### config.mk
export PLATFORM = sky130hd
export DESIGN_NAME = id_operand_stage_flat
export DESIGN_NICKNAME = d
export VERILOG_FILES = /design/src/rtl/id_operand_stage_if.sv /design/src/rtl/id_operand_stage.sv /design/src/flat_wrapper.sv
export SDC_FILE = /design/constraint.sdc
export NUM_CORES = 1
export LEC_CHECK = 0
export CELL_PAD_IN_SITES_DETAIL_PLACEMENT = 0
export CELL_PAD_IN_SITES_GLOBAL_PLACEMENT = 1
export CORE_UTILIZATION = 31
export DETAILED_ROUTE_END_ITERATION = 8
export PLACE_DENSITY = 0.68
export SLEW_MARGIN = 20
export SYNTH_ARGS = -nofsm -noshare
export SYNTH_HDL_FRONTEND = slang
export SYNTH_SLANG_ARGS = --single-unit
export TNS_END_PERCENT = 1
### constraint.sdc
create_clock -name clk -period 2.5 [get_ports clk]
set_input_delay 0.375 -clock clk [delete_from_list [all_inputs] [get_ports clk]]
set_output_delay 0.375 -clock clk [all_outputs]
set_load 0.05 [all_outputs]
### src/rtl/id_operand_stage_if.sv
// Fetch-side and execute-side handshake bundle of the decode/operand-fetch stage.
// The stage is the slave: it consumes fetch traffic and is steered by execute's ready.
interface id_operand_stage_if;
  logic        if_valid;
  logic [31:0] if_inst;
  logic [31:0] if_pc;
  logic        id_ready;

  logic        ex_valid;
  logic        ex_ready;
  logic [31:0] ex_pc;
  logic [5:0]  ex_opcode;
  logic [5:0]  ex_funct;
  logic [4:0]  ex_shamt;
  logic [31:0] ex_src_a;
  logic [31:0] ex_src_b;
  logic [31:0] ex_imm;
  logic [4:0]  ex_dest;
  logic        ex_wb_en;
  logic [25:0] ex_target;

  modport master (
    output if_valid, if_inst, if_pc, ex_ready,
    input  id_ready, ex_valid, ex_pc, ex_opcode, ex_funct, ex_shamt,
           ex_src_a, ex_src_b, ex_imm, ex_dest, ex_wb_en, ex_target
  );

  modport slave (
    input  if_valid, if_inst, if_pc, ex_ready,
    output id_ready, ex_valid, ex_pc, ex_opcode, ex_funct, ex_shamt,
           ex_src_a, ex_src_b, ex_imm, ex_dest, ex_wb_en, ex_target
  );
endinterface

### src/rtl/id_operand_stage.sv
// Decode/operand-fetch stage: latches one instruction, reads the regfile, and hands a
// decoded bundle to execute while stalling on a read-after-write hazard with write-back.
module id_operand_stage #(
  parameter int unsigned RA_REG = 31
) (
  input  logic              clk,
  input  logic              resetn,
  id_operand_stage_if.slave bus,
  output logic [4:0]        rf_raddr1,
  output logic [4:0]        rf_raddr2,
  input  logic [31:0]       rf_rdata1,
  input  logic [31:0]       rf_rdata2,
  input  logic              wb_wen,
  input  logic [4:0]        wb_waddr
);

  typedef enum logic [1:0] {
    IDLE = 2'd0,
    READ = 2'd1,
    HOLD = 2'd2,
    OUT  = 2'd3
  } state_t;

  localparam logic [4:0] RA5 = 5'(RA_REG);

  function automatic logic [4:0] dec_dest(input logic [31:0] inst);
    logic [4:0] d;
    case (inst[31:26])
      6'h00:                      d = inst[15:11];
      6'h03:                      d = RA5;
      6'h08, 6'h09, 6'h0A, 6'h0B,
      6'h0C, 6'h0D, 6'h0E, 6'h0F,
      6'h23:                      d = inst[20:16];
      default:                    d = 5'd0;
    endcase
    return d;
  endfunction

  function automatic logic [31:0] dec_imm(input logic [31:0] inst);
    logic [31:0] v;
    case (inst[31:26])
      6'h0C, 6'h0D, 6'h0E: v = {16'h0000, inst[15:0]};
      6'h0F:               v = {inst[15:0], 16'h0000};
      default:             v = {{16{inst[15]}}, inst[15:0]};
    endcase
    return v;
  endfunction

  function automatic logic dec_uses_rs(input logic [5:0] op);
    return !(op inside {6'h02, 6'h03, 6'h0F});
  endfunction

  function automatic logic dec_uses_rt(input logic [5:0] op);
    return op inside {6'h00, 6'h2B, 6'h04, 6'h05};
  endfunction

  state_t      state;
  logic [31:0] inst_q;
  logic [31:0] pc_q;
  logic        pending_valid;
  logic [4:0]  pending_dest;

  logic        ex_valid_q;
  logic [31:0] ex_pc_q;
  logic [5:0]  ex_opcode_q;
  logic [5:0]  ex_funct_q;
  logic [4:0]  ex_shamt_q;
  logic [31:0] ex_src_a_q;
  logic [31:0] ex_src_b_q;
  logic [31:0] ex_imm_q;
  logic [4:0]  ex_dest_q;
  logic        ex_wb_en_q;
  logic [25:0] ex_target_q;

  logic [4:0]  rs;
  logic [4:0]  rt;
  logic [4:0]  dest_d;
  logic [31:0] imm_d;
  logic        hazard;
  logic        clear_hit;

  assign rs        = inst_q[25:21];
  assign rt        = inst_q[20:16];
  assign dest_d    = dec_dest(inst_q);
  assign imm_d     = dec_imm(inst_q);
  assign hazard    = pending_valid && (pending_dest != 5'd0) &&
                     ((dec_uses_rs(inst_q[31:26]) && (rs == pending_dest)) ||
                      (dec_uses_rt(inst_q[31:26]) && (rt == pending_dest)));
  assign clear_hit = wb_wen && (wb_waddr == pending_dest);

  assign rf_raddr1 = (state == IDLE) ? 5'd0 : rs;
  assign rf_raddr2 = (state == IDLE) ? 5'd0 : rt;

  assign bus.id_ready  = (state == IDLE);
  assign bus.ex_valid  = ex_valid_q;
  assign bus.ex_pc     = ex_pc_q;
  assign bus.ex_opcode = ex_opcode_q;
  assign bus.ex_funct  = ex_funct_q;
  assign bus.ex_shamt  = ex_shamt_q;
  assign bus.ex_src_a  = ex_src_a_q;
  assign bus.ex_src_b  = ex_src_b_q;
  assign bus.ex_imm    = ex_imm_q;
  assign bus.ex_dest   = ex_dest_q;
  assign bus.ex_wb_en  = ex_wb_en_q;
  assign bus.ex_target = ex_target_q;

  always_ff @(posedge clk or negedge resetn) begin
    if (!resetn) begin
      state         <= IDLE;
      inst_q        <= '0;
      pc_q          <= '0;
      pending_valid <= 1'b0;
      pending_dest  <= '0;
      ex_valid_q    <= 1'b0;
      ex_pc_q       <= '0;
      ex_opcode_q   <= '0;
      ex_funct_q    <= '0;
      ex_shamt_q    <= '0;
      ex_src_a_q    <= '0;
      ex_src_b_q    <= '0;
      ex_imm_q      <= '0;
      ex_dest_q     <= '0;
      ex_wb_en_q    <= 1'b0;
      ex_target_q   <= '0;
    end else begin
      // Write-back clear first so an OUT handshake in the same cycle overrides it.
      if (clear_hit) pending_valid <= 1'b0;

      case (state)
        IDLE: begin
          if (bus.if_valid) begin
            inst_q <= bus.if_inst;
            pc_q   <= bus.if_pc;
            state  <= READ;
          end
        end
        READ: begin
          if (hazard) begin
            state <= HOLD;
          end else begin
            ex_pc_q     <= pc_q;
            ex_opcode_q <= inst_q[31:26];
            ex_funct_q  <= inst_q[5:0];
            ex_shamt_q  <= inst_q[10:6];
            ex_src_a_q  <= rf_rdata1;
            ex_src_b_q  <= rf_rdata2;
            ex_imm_q    <= imm_d;
            ex_dest_q   <= dest_d;
            ex_wb_en_q  <= (dest_d != 5'd0);
            ex_target_q <= inst_q[25:0];
            ex_valid_q  <= 1'b1;
            state       <= OUT;
          end
        end
        HOLD: begin
          // The clearing write lands at this edge, so READ sees the fresh value.
          if (!pending_valid || clear_hit) state <= READ;
        end
        OUT: begin
          if (bus.ex_ready) begin
            ex_valid_q    <= 1'b0;
            pending_dest  <= ex_dest_q;
            pending_valid <= ex_wb_en_q;
            state         <= IDLE;
          end
        end
        default: state <= IDLE;
      endcase
    end
  end

endmodule

### src/flat_wrapper.sv
// flat-port wrapper written by rule: the top's interface ports become plain ports
module id_operand_stage_flat 
#(
  parameter int unsigned RA_REG = 31
)
  (clk, resetn, rf_raddr1, rf_raddr2, rf_rdata1, rf_rdata2, wb_wen, wb_waddr, bus_if_valid, bus_if_inst, bus_if_pc, bus_ex_ready, bus_id_ready, bus_ex_valid, bus_ex_pc, bus_ex_opcode, bus_ex_funct, bus_ex_shamt, bus_ex_src_a, bus_ex_src_b, bus_ex_imm, bus_ex_dest, bus_ex_wb_en, bus_ex_target);
  id_operand_stage_if bus_i ();
  input  logic clk;
  input  logic resetn;
  output logic [4:0] rf_raddr1;
  output logic [4:0] rf_raddr2;
  input  logic [31:0] rf_rdata1;
  input  logic [31:0] rf_rdata2;
  input  logic wb_wen;
  input  logic [4:0] wb_waddr;
  input wire logic [$bits(bus_i.if_valid)-1:0] bus_if_valid;
  input wire logic [$bits(bus_i.if_inst)-1:0] bus_if_inst;
  input wire logic [$bits(bus_i.if_pc)-1:0] bus_if_pc;
  input wire logic [$bits(bus_i.ex_ready)-1:0] bus_ex_ready;
  output wire logic [$bits(bus_i.id_ready)-1:0] bus_id_ready;
  output wire logic [$bits(bus_i.ex_valid)-1:0] bus_ex_valid;
  output wire logic [$bits(bus_i.ex_pc)-1:0] bus_ex_pc;
  output wire logic [$bits(bus_i.ex_opcode)-1:0] bus_ex_opcode;
  output wire logic [$bits(bus_i.ex_funct)-1:0] bus_ex_funct;
  output wire logic [$bits(bus_i.ex_shamt)-1:0] bus_ex_shamt;
  output wire logic [$bits(bus_i.ex_src_a)-1:0] bus_ex_src_a;
  output wire logic [$bits(bus_i.ex_src_b)-1:0] bus_ex_src_b;
  output wire logic [$bits(bus_i.ex_imm)-1:0] bus_ex_imm;
  output wire logic [$bits(bus_i.ex_dest)-1:0] bus_ex_dest;
  output wire logic [$bits(bus_i.ex_wb_en)-1:0] bus_ex_wb_en;
  output wire logic [$bits(bus_i.ex_target)-1:0] bus_ex_target;
  assign bus_i.if_valid = bus_if_valid;
  assign bus_i.if_inst = bus_if_inst;
  assign bus_i.if_pc = bus_if_pc;
  assign bus_i.ex_ready = bus_ex_ready;
  assign bus_id_ready = bus_i.id_ready;
  assign bus_ex_valid = bus_i.ex_valid;
  assign bus_ex_pc = bus_i.ex_pc;
  assign bus_ex_opcode = bus_i.ex_opcode;
  assign bus_ex_funct = bus_i.ex_funct;
  assign bus_ex_shamt = bus_i.ex_shamt;
  assign bus_ex_src_a = bus_i.ex_src_a;
  assign bus_ex_src_b = bus_i.ex_src_b;
  assign bus_ex_imm = bus_i.ex_imm;
  assign bus_ex_dest = bus_i.ex_dest;
  assign bus_ex_wb_en = bus_i.ex_wb_en;
  assign bus_ex_target = bus_i.ex_target;
  id_operand_stage #(.RA_REG(RA_REG)) u_core (.clk(clk), .resetn(resetn), .bus(bus_i), .rf_raddr1(rf_raddr1), .rf_raddr2(rf_raddr2), .rf_rdata1(rf_rdata1), .rf_rdata2(rf_rdata2), .wb_wen(wb_wen), .wb_waddr(wb_waddr));
endmodule
* After elaboration in Yosys (flattened, before gate mapping)
Cells that the tools add are included.
** Word-level totals
- Bits of input ports :: 138
- Output and inout bits :: 189
- ROM bits :: 0
- Memories kept :: 0
- Latch bits :: 0
- Word-level logic and storage cells :: 79
- Register bits after elaboration :: 250
- Memory bits (writable) :: 0
** Operators by class
- Bitwise gates (word level) :: 1
- Reduce and logical (&&, ||, !) cells :: 23
- Shifts and indexed selects :: 0
- Mux-type cells :: 15
- Div/mod/pow operators :: 0
- Add/sub/neg operators :: 0
- Eq/ne operators :: 24
- Multipliers :: 0
- Order comparisons :: 0
** Operators by type and width (number)
- $pmux W32 S2 :: 1
- $eq A6 B4 Y1 const B :: 8
- $eq A5 B5 Y1 :: 3
- $pmux W5 S3 :: 1
- $eq A6 B2 Y1 const B :: 2
- $eq A6 B3 Y1 const B :: 2
- $eq A6 B6 Y1 const B :: 2
- $mux W5 :: 2
- $reduce_bool A5 Y1 :: 2
- $reduce_or A9 Y1 :: 1
- $pmux W2 S4 :: 1
- $logic_not A6 Y1 :: 1
- $mux W1 :: 6
- $mux W2 :: 3
- $ne A2 B2 Y1 const B :: 3
- $reduce_and A2 Y1 :: 3
- $reduce_and A3 Y1 :: 2
- $logic_and A1 B1 Y1 :: 5
- $eq A2 B2 Y1 const B :: 2
- $reduce_bool A4 Y1 :: 1
- $reduce_bool A3 Y1 :: 1
- $reduce_or A3 Y1 :: 1
- $eq A2 B1 Y1 const B :: 1
- $logic_not A1 Y1 :: 2
- 6 further kinds :: 7

* Logic depth before layout (Yosys ltp)
- Depth in word-level cells :: 8
- Mapped depth :: 8
- Depth with buffers taken out :: 5

* Worst setup path before layout
No wires, ideal clock.
- Kind :: register to register
- From :: register u_core.inst_q[29]
- To :: register u_core.ex_pc_q[11] (netlist: u_core.bus.ex_pc[11])
- Clock period less this slack :: 2.228 ns
- Path slack :: 0.272 ns
- Data required time :: 2.372 ns
- Library setup time :: 0.128 ns
- Arrival :: 2.101 ns
- Buffers on the path :: 3
- Stages on the path, launching flop included :: 8
- Cells stage by stage :: dfrtp_1 or4_1 clkbuf_1 o2111ai_1 o2111ai_2 buf_6 buf_6 mux2_1
** On the way
- Cells in the longest elaborated chain, start to end :: 8
- Elaborated cells between the ends (all ways) :: 16
- Those cells by class :: eq/ne (6); bitwise (1); reduce/logical (9)
** Ends and longest elaborated chain
- start: declaration :: line id_operand_stage.sv:58 : logic [31:0] inst_q;
- start signal: assignment :: line id_operand_stage.sv:132 : inst_q <= bus.if_inst;
- $eq A6 B2 Y1 or $eq A6 B4 Y1 (tied branches) :: line id_operand_stage.sv:50 : return !(op inside {6'h02, 6'h03, 6'h0F});
- $reduce_bool A3 Y1 :: line id_operand_stage.sv:50
- $logic_not A1 Y1 :: line id_operand_stage.sv:50
- $logic_and A1 B1 Y1 :: line id_operand_stage.sv:87 : ((dec_uses_rs(inst_q[31:26]) && (rs == pending_dest)) ||
- $logic_or A1 B1 Y1 (*) :: line id_operand_stage.sv:87
- $logic_and A1 B1 Y1 (*) :: line id_operand_stage.sv:86 : assign hazard = pending_valid && (pending_dest != 5'd0) &&
- $not A1 Y1 (no line) (*)
- $reduce_and A2 Y1 (no line) (*)
- end signal: assignment :: line id_operand_stage.sv:141 : ex_pc_q <= pc_q;
- end: declaration :: line id_operand_stage.sv:64 : logic [31:0] ex_pc_q;
Every way passes the cells marked *; elsewhere a longest branch is shown, timed or not.
A chain may end at the register's enable or synchronous reset.

* Worst setup path in the final report
- From :: register u_core.inst_q[28]
- To :: register u_core.ex_pc_q[27] (netlist: u_core.bus.ex_pc[27])
Same word-level chain as after synthesis.

==> results.tsv <==
metric	value	unit
Vias/cell	4.44	
Routability Congestion	0.741	
drt pass-1 iters	5	
Req. time, crit path	2.92	ns
Worst-path clk slew	0.06	ns
CP arrival	2.80	ns
Routed Antenna Nets	0	
Placed Area	13900	um2
Mapped Area	9990	um2
Nets	1284	
Power Dens Cells	1690	nW/um2
clk_skew	0.00829	ns
Clk Latency, worst-skew pair	0.53	ns
Syn Nets	933	
Critical Path End Type	flop	
port bufs	326	
CP max FO	29	
Avg Cell Area, Syn	12.6	um2
fraction of registers with async set/reset	100	%
GRT Resource Usage Total	16.7	%
most common cell in the netlist	dfrtp_1	
layout cells sized above 1	20.1	%
synth cell count leaders	dfrtp_1 (239), nand2_1 (210), mux2_4 (78)	
DR WL/cell	17.4	um
most used routing layer	met2	
Syn. warnings	0	
FF/Latch Area	5980	um2
met1 Usage GRT	21.3	%
Bufs on Longest Clock Path	3	
vias in the first global route	7433	
# clock sinks	239	
largest net degree at the start of global routing	80	
Final setup viols	0	
Max VDD drop	0.916	mV
H-tree depth	1	
Pins Over Slew Limit	0	
Yosys top cell area share	59.8	%
Rel. slew slack	56.8	%
GRT overflow	0	
initial antenna violation count	0	
Layout Cell Area excl Fill	14900	um2
# DRC	0	
DP Wirelength	19300	um
top-level I/O count	327	
post-synthesis sequential area ratio	59.8	%
TritonCTS clock tree	done	
Final Critical Period	2.39	ns
Die Width	182	um
Setup TNS	0	ns
actual slew at the worst max-slew pin	0.648	ns
met3 Usage GRT	5.25	%
area growth from synthesis to layout	48.8	%
fin crit share	95.5	%
EDFF count, synth	0	
endpoints failing hold	0	
CP startpoint kind	flop	
outcome	completed	
Leakage Power	7.06	nW
Max Cap Viol	0	
iteration-0 DRC count of the detailed router	227	
fill count	2900	
Hold Path Class	primary input to flop	
Die H	182	um
CP Class	flop to flop	
core area	31600	um2
# rows	65	
synth top area cells	dfrtp_1 (60%), mux2_4 (12%), nand2_1 (7.9%)	
CTS root buf	clkbuf_16	
RSZ-0062 raised after global routing	no	
via count	6965	
DRT Wirelength	27300	um
met2 Track Usage GR	27.8	%
global-route wire length before repair	43400	um
Yosys cell types	35	
#FFs+latches synth	239	
die area	33000	um2
CTS Buf Count	28	
area leader, netlist	dfrtp_1	
Synth Flop Type	dfrtp_1	
area taken by multi-input logic gates	3580	um2
Starting Density	31.6	%
Gate Count Post-Synth	795	
Max Freq	419	MHz
==> final cells by class <==
cell class	instances	area share, %
Sequential cell	239	40.2
Timing Repair Buffer	372	25.2
Multi-Input combinational cell	470	24.1
Clock buffer	38	5.17
Tap cell	402	3.38
Clock inverter	11	1.06
Inverter	35	0.883
Antenna cell	1	0.0168
==> flip-flops by register name, summed over array words and instances (netlist names), 6 cells and up <==
signal,flops
u_core.bus.ex_imm,32
u_core.bus.ex_opcode,6
u_core.bus.ex_pc,32
u_core.bus.ex_src_a,32
u_core.bus.ex_src_b,32
u_core.bus.ex_target,26
u_core.inst_q,32
u_core.pc_q,32
==> layer usage <==
layer	share of wire, %	routed length, um
met2	47	12800
met4	1.9	521
met5	0	0
met3	7.8	2140
met1	43	11900
==> timing repair <==
item,in CTS,in global routing
hold endpoints to repair,72,0
buffers inserted,0,0
pin swaps,0,0
endpoints found under the setup margin,7,43
resized for setup,1,3
hold buffers,1,0
==> kinds of logic (layout without fill, tap and decap cells) <==
group / count (synthesis) / count (layout) / share of synthesized area, %
AND/OR/NAND/NOR: 242 / 242 / 9.80
XOR/XNOR: 15 / 15 / 1.31
AO/OA/AOI/OAI: 42 / 42 / 2.68
multiplexers: 171 / 171 / 21.8
other: 0 / 1 / 0
buffers and inverters: 86 / 456 / 4.54
flip-flops: 239 / 239 / 59.8
==> final timing paths <==
path | startpoint | to | slack, ns | cells past startpoint
max reg2reg | u_core.inst_q[28] | u_core.bus.ex_pc[27] | 0.11 | 6
min | bus_if_pc[3] | u_core.pc_q[3] | 0.37 | 3
min reg2reg | u_core.pc_q[23] | u_core.pc_q[23] | 0.47 | 2
max | u_core.inst_q[28] | u_core.bus.ex_pc[27] | 0.11 | 6
max in group asynchronous | resetn | u_core.bus.ex_src_b[29] | 1.29 | 3
min in group asynchronous | resetn | u_core.inst_q[4] | 0.43 | 2
==> power by group <==
group,internal (mW),switching [mW],total (mW)
Combinational,5.78,8.33,14.1
Clock,2.55,1.58,4.13
Sequential,5.73,1.21,6.94
Total,14.1,11.1,25.2
==> cell usage in the layout, fill, tap and decap left out, types with 22 or more instances in the layout <==
master and count:
clkdlybuf4s50_1 314, dfrtp_1 239, nand2_1 209, mux2_4 78, mux2_2 53, buf_4 43, inv_1 35, mux2i_1 31
clkbuf_16 29, a21oi_1 22
==> stage by stage <==
stage | hold slack (ns) | setup WS [ns] | cells | utilization (%) | power [mW]
CTS | 0.338 | 0.0400 | 1567 | 47.0 | 25.5
global placement | 0.407 | 0.117 | 1517 | 44.0 | 21.1
floorplan | 0.0794 | 0.272 | 795 | - | 16.5
global route | 0.345 | 0.00935 | 1567 | 47.0 | 26.5
finish | 0.367 | 0.112 | 1568 | 47.0 | 25.2
detailed placement | 0.406 | 0.0278 | 1517 | 44.0 | 21.2
==> critical path, cell delays in order (launching register included) <==
cell and delay [ns]:
dfrtp_1 0.37, or4_1 0.58, o2111ai_1 0.32, o2111ai_4 0.25, buf_12 0.25, buf_4 0.19, mux2_4 0.29
No activity file was read; power rests on OpenSTA's default activity.
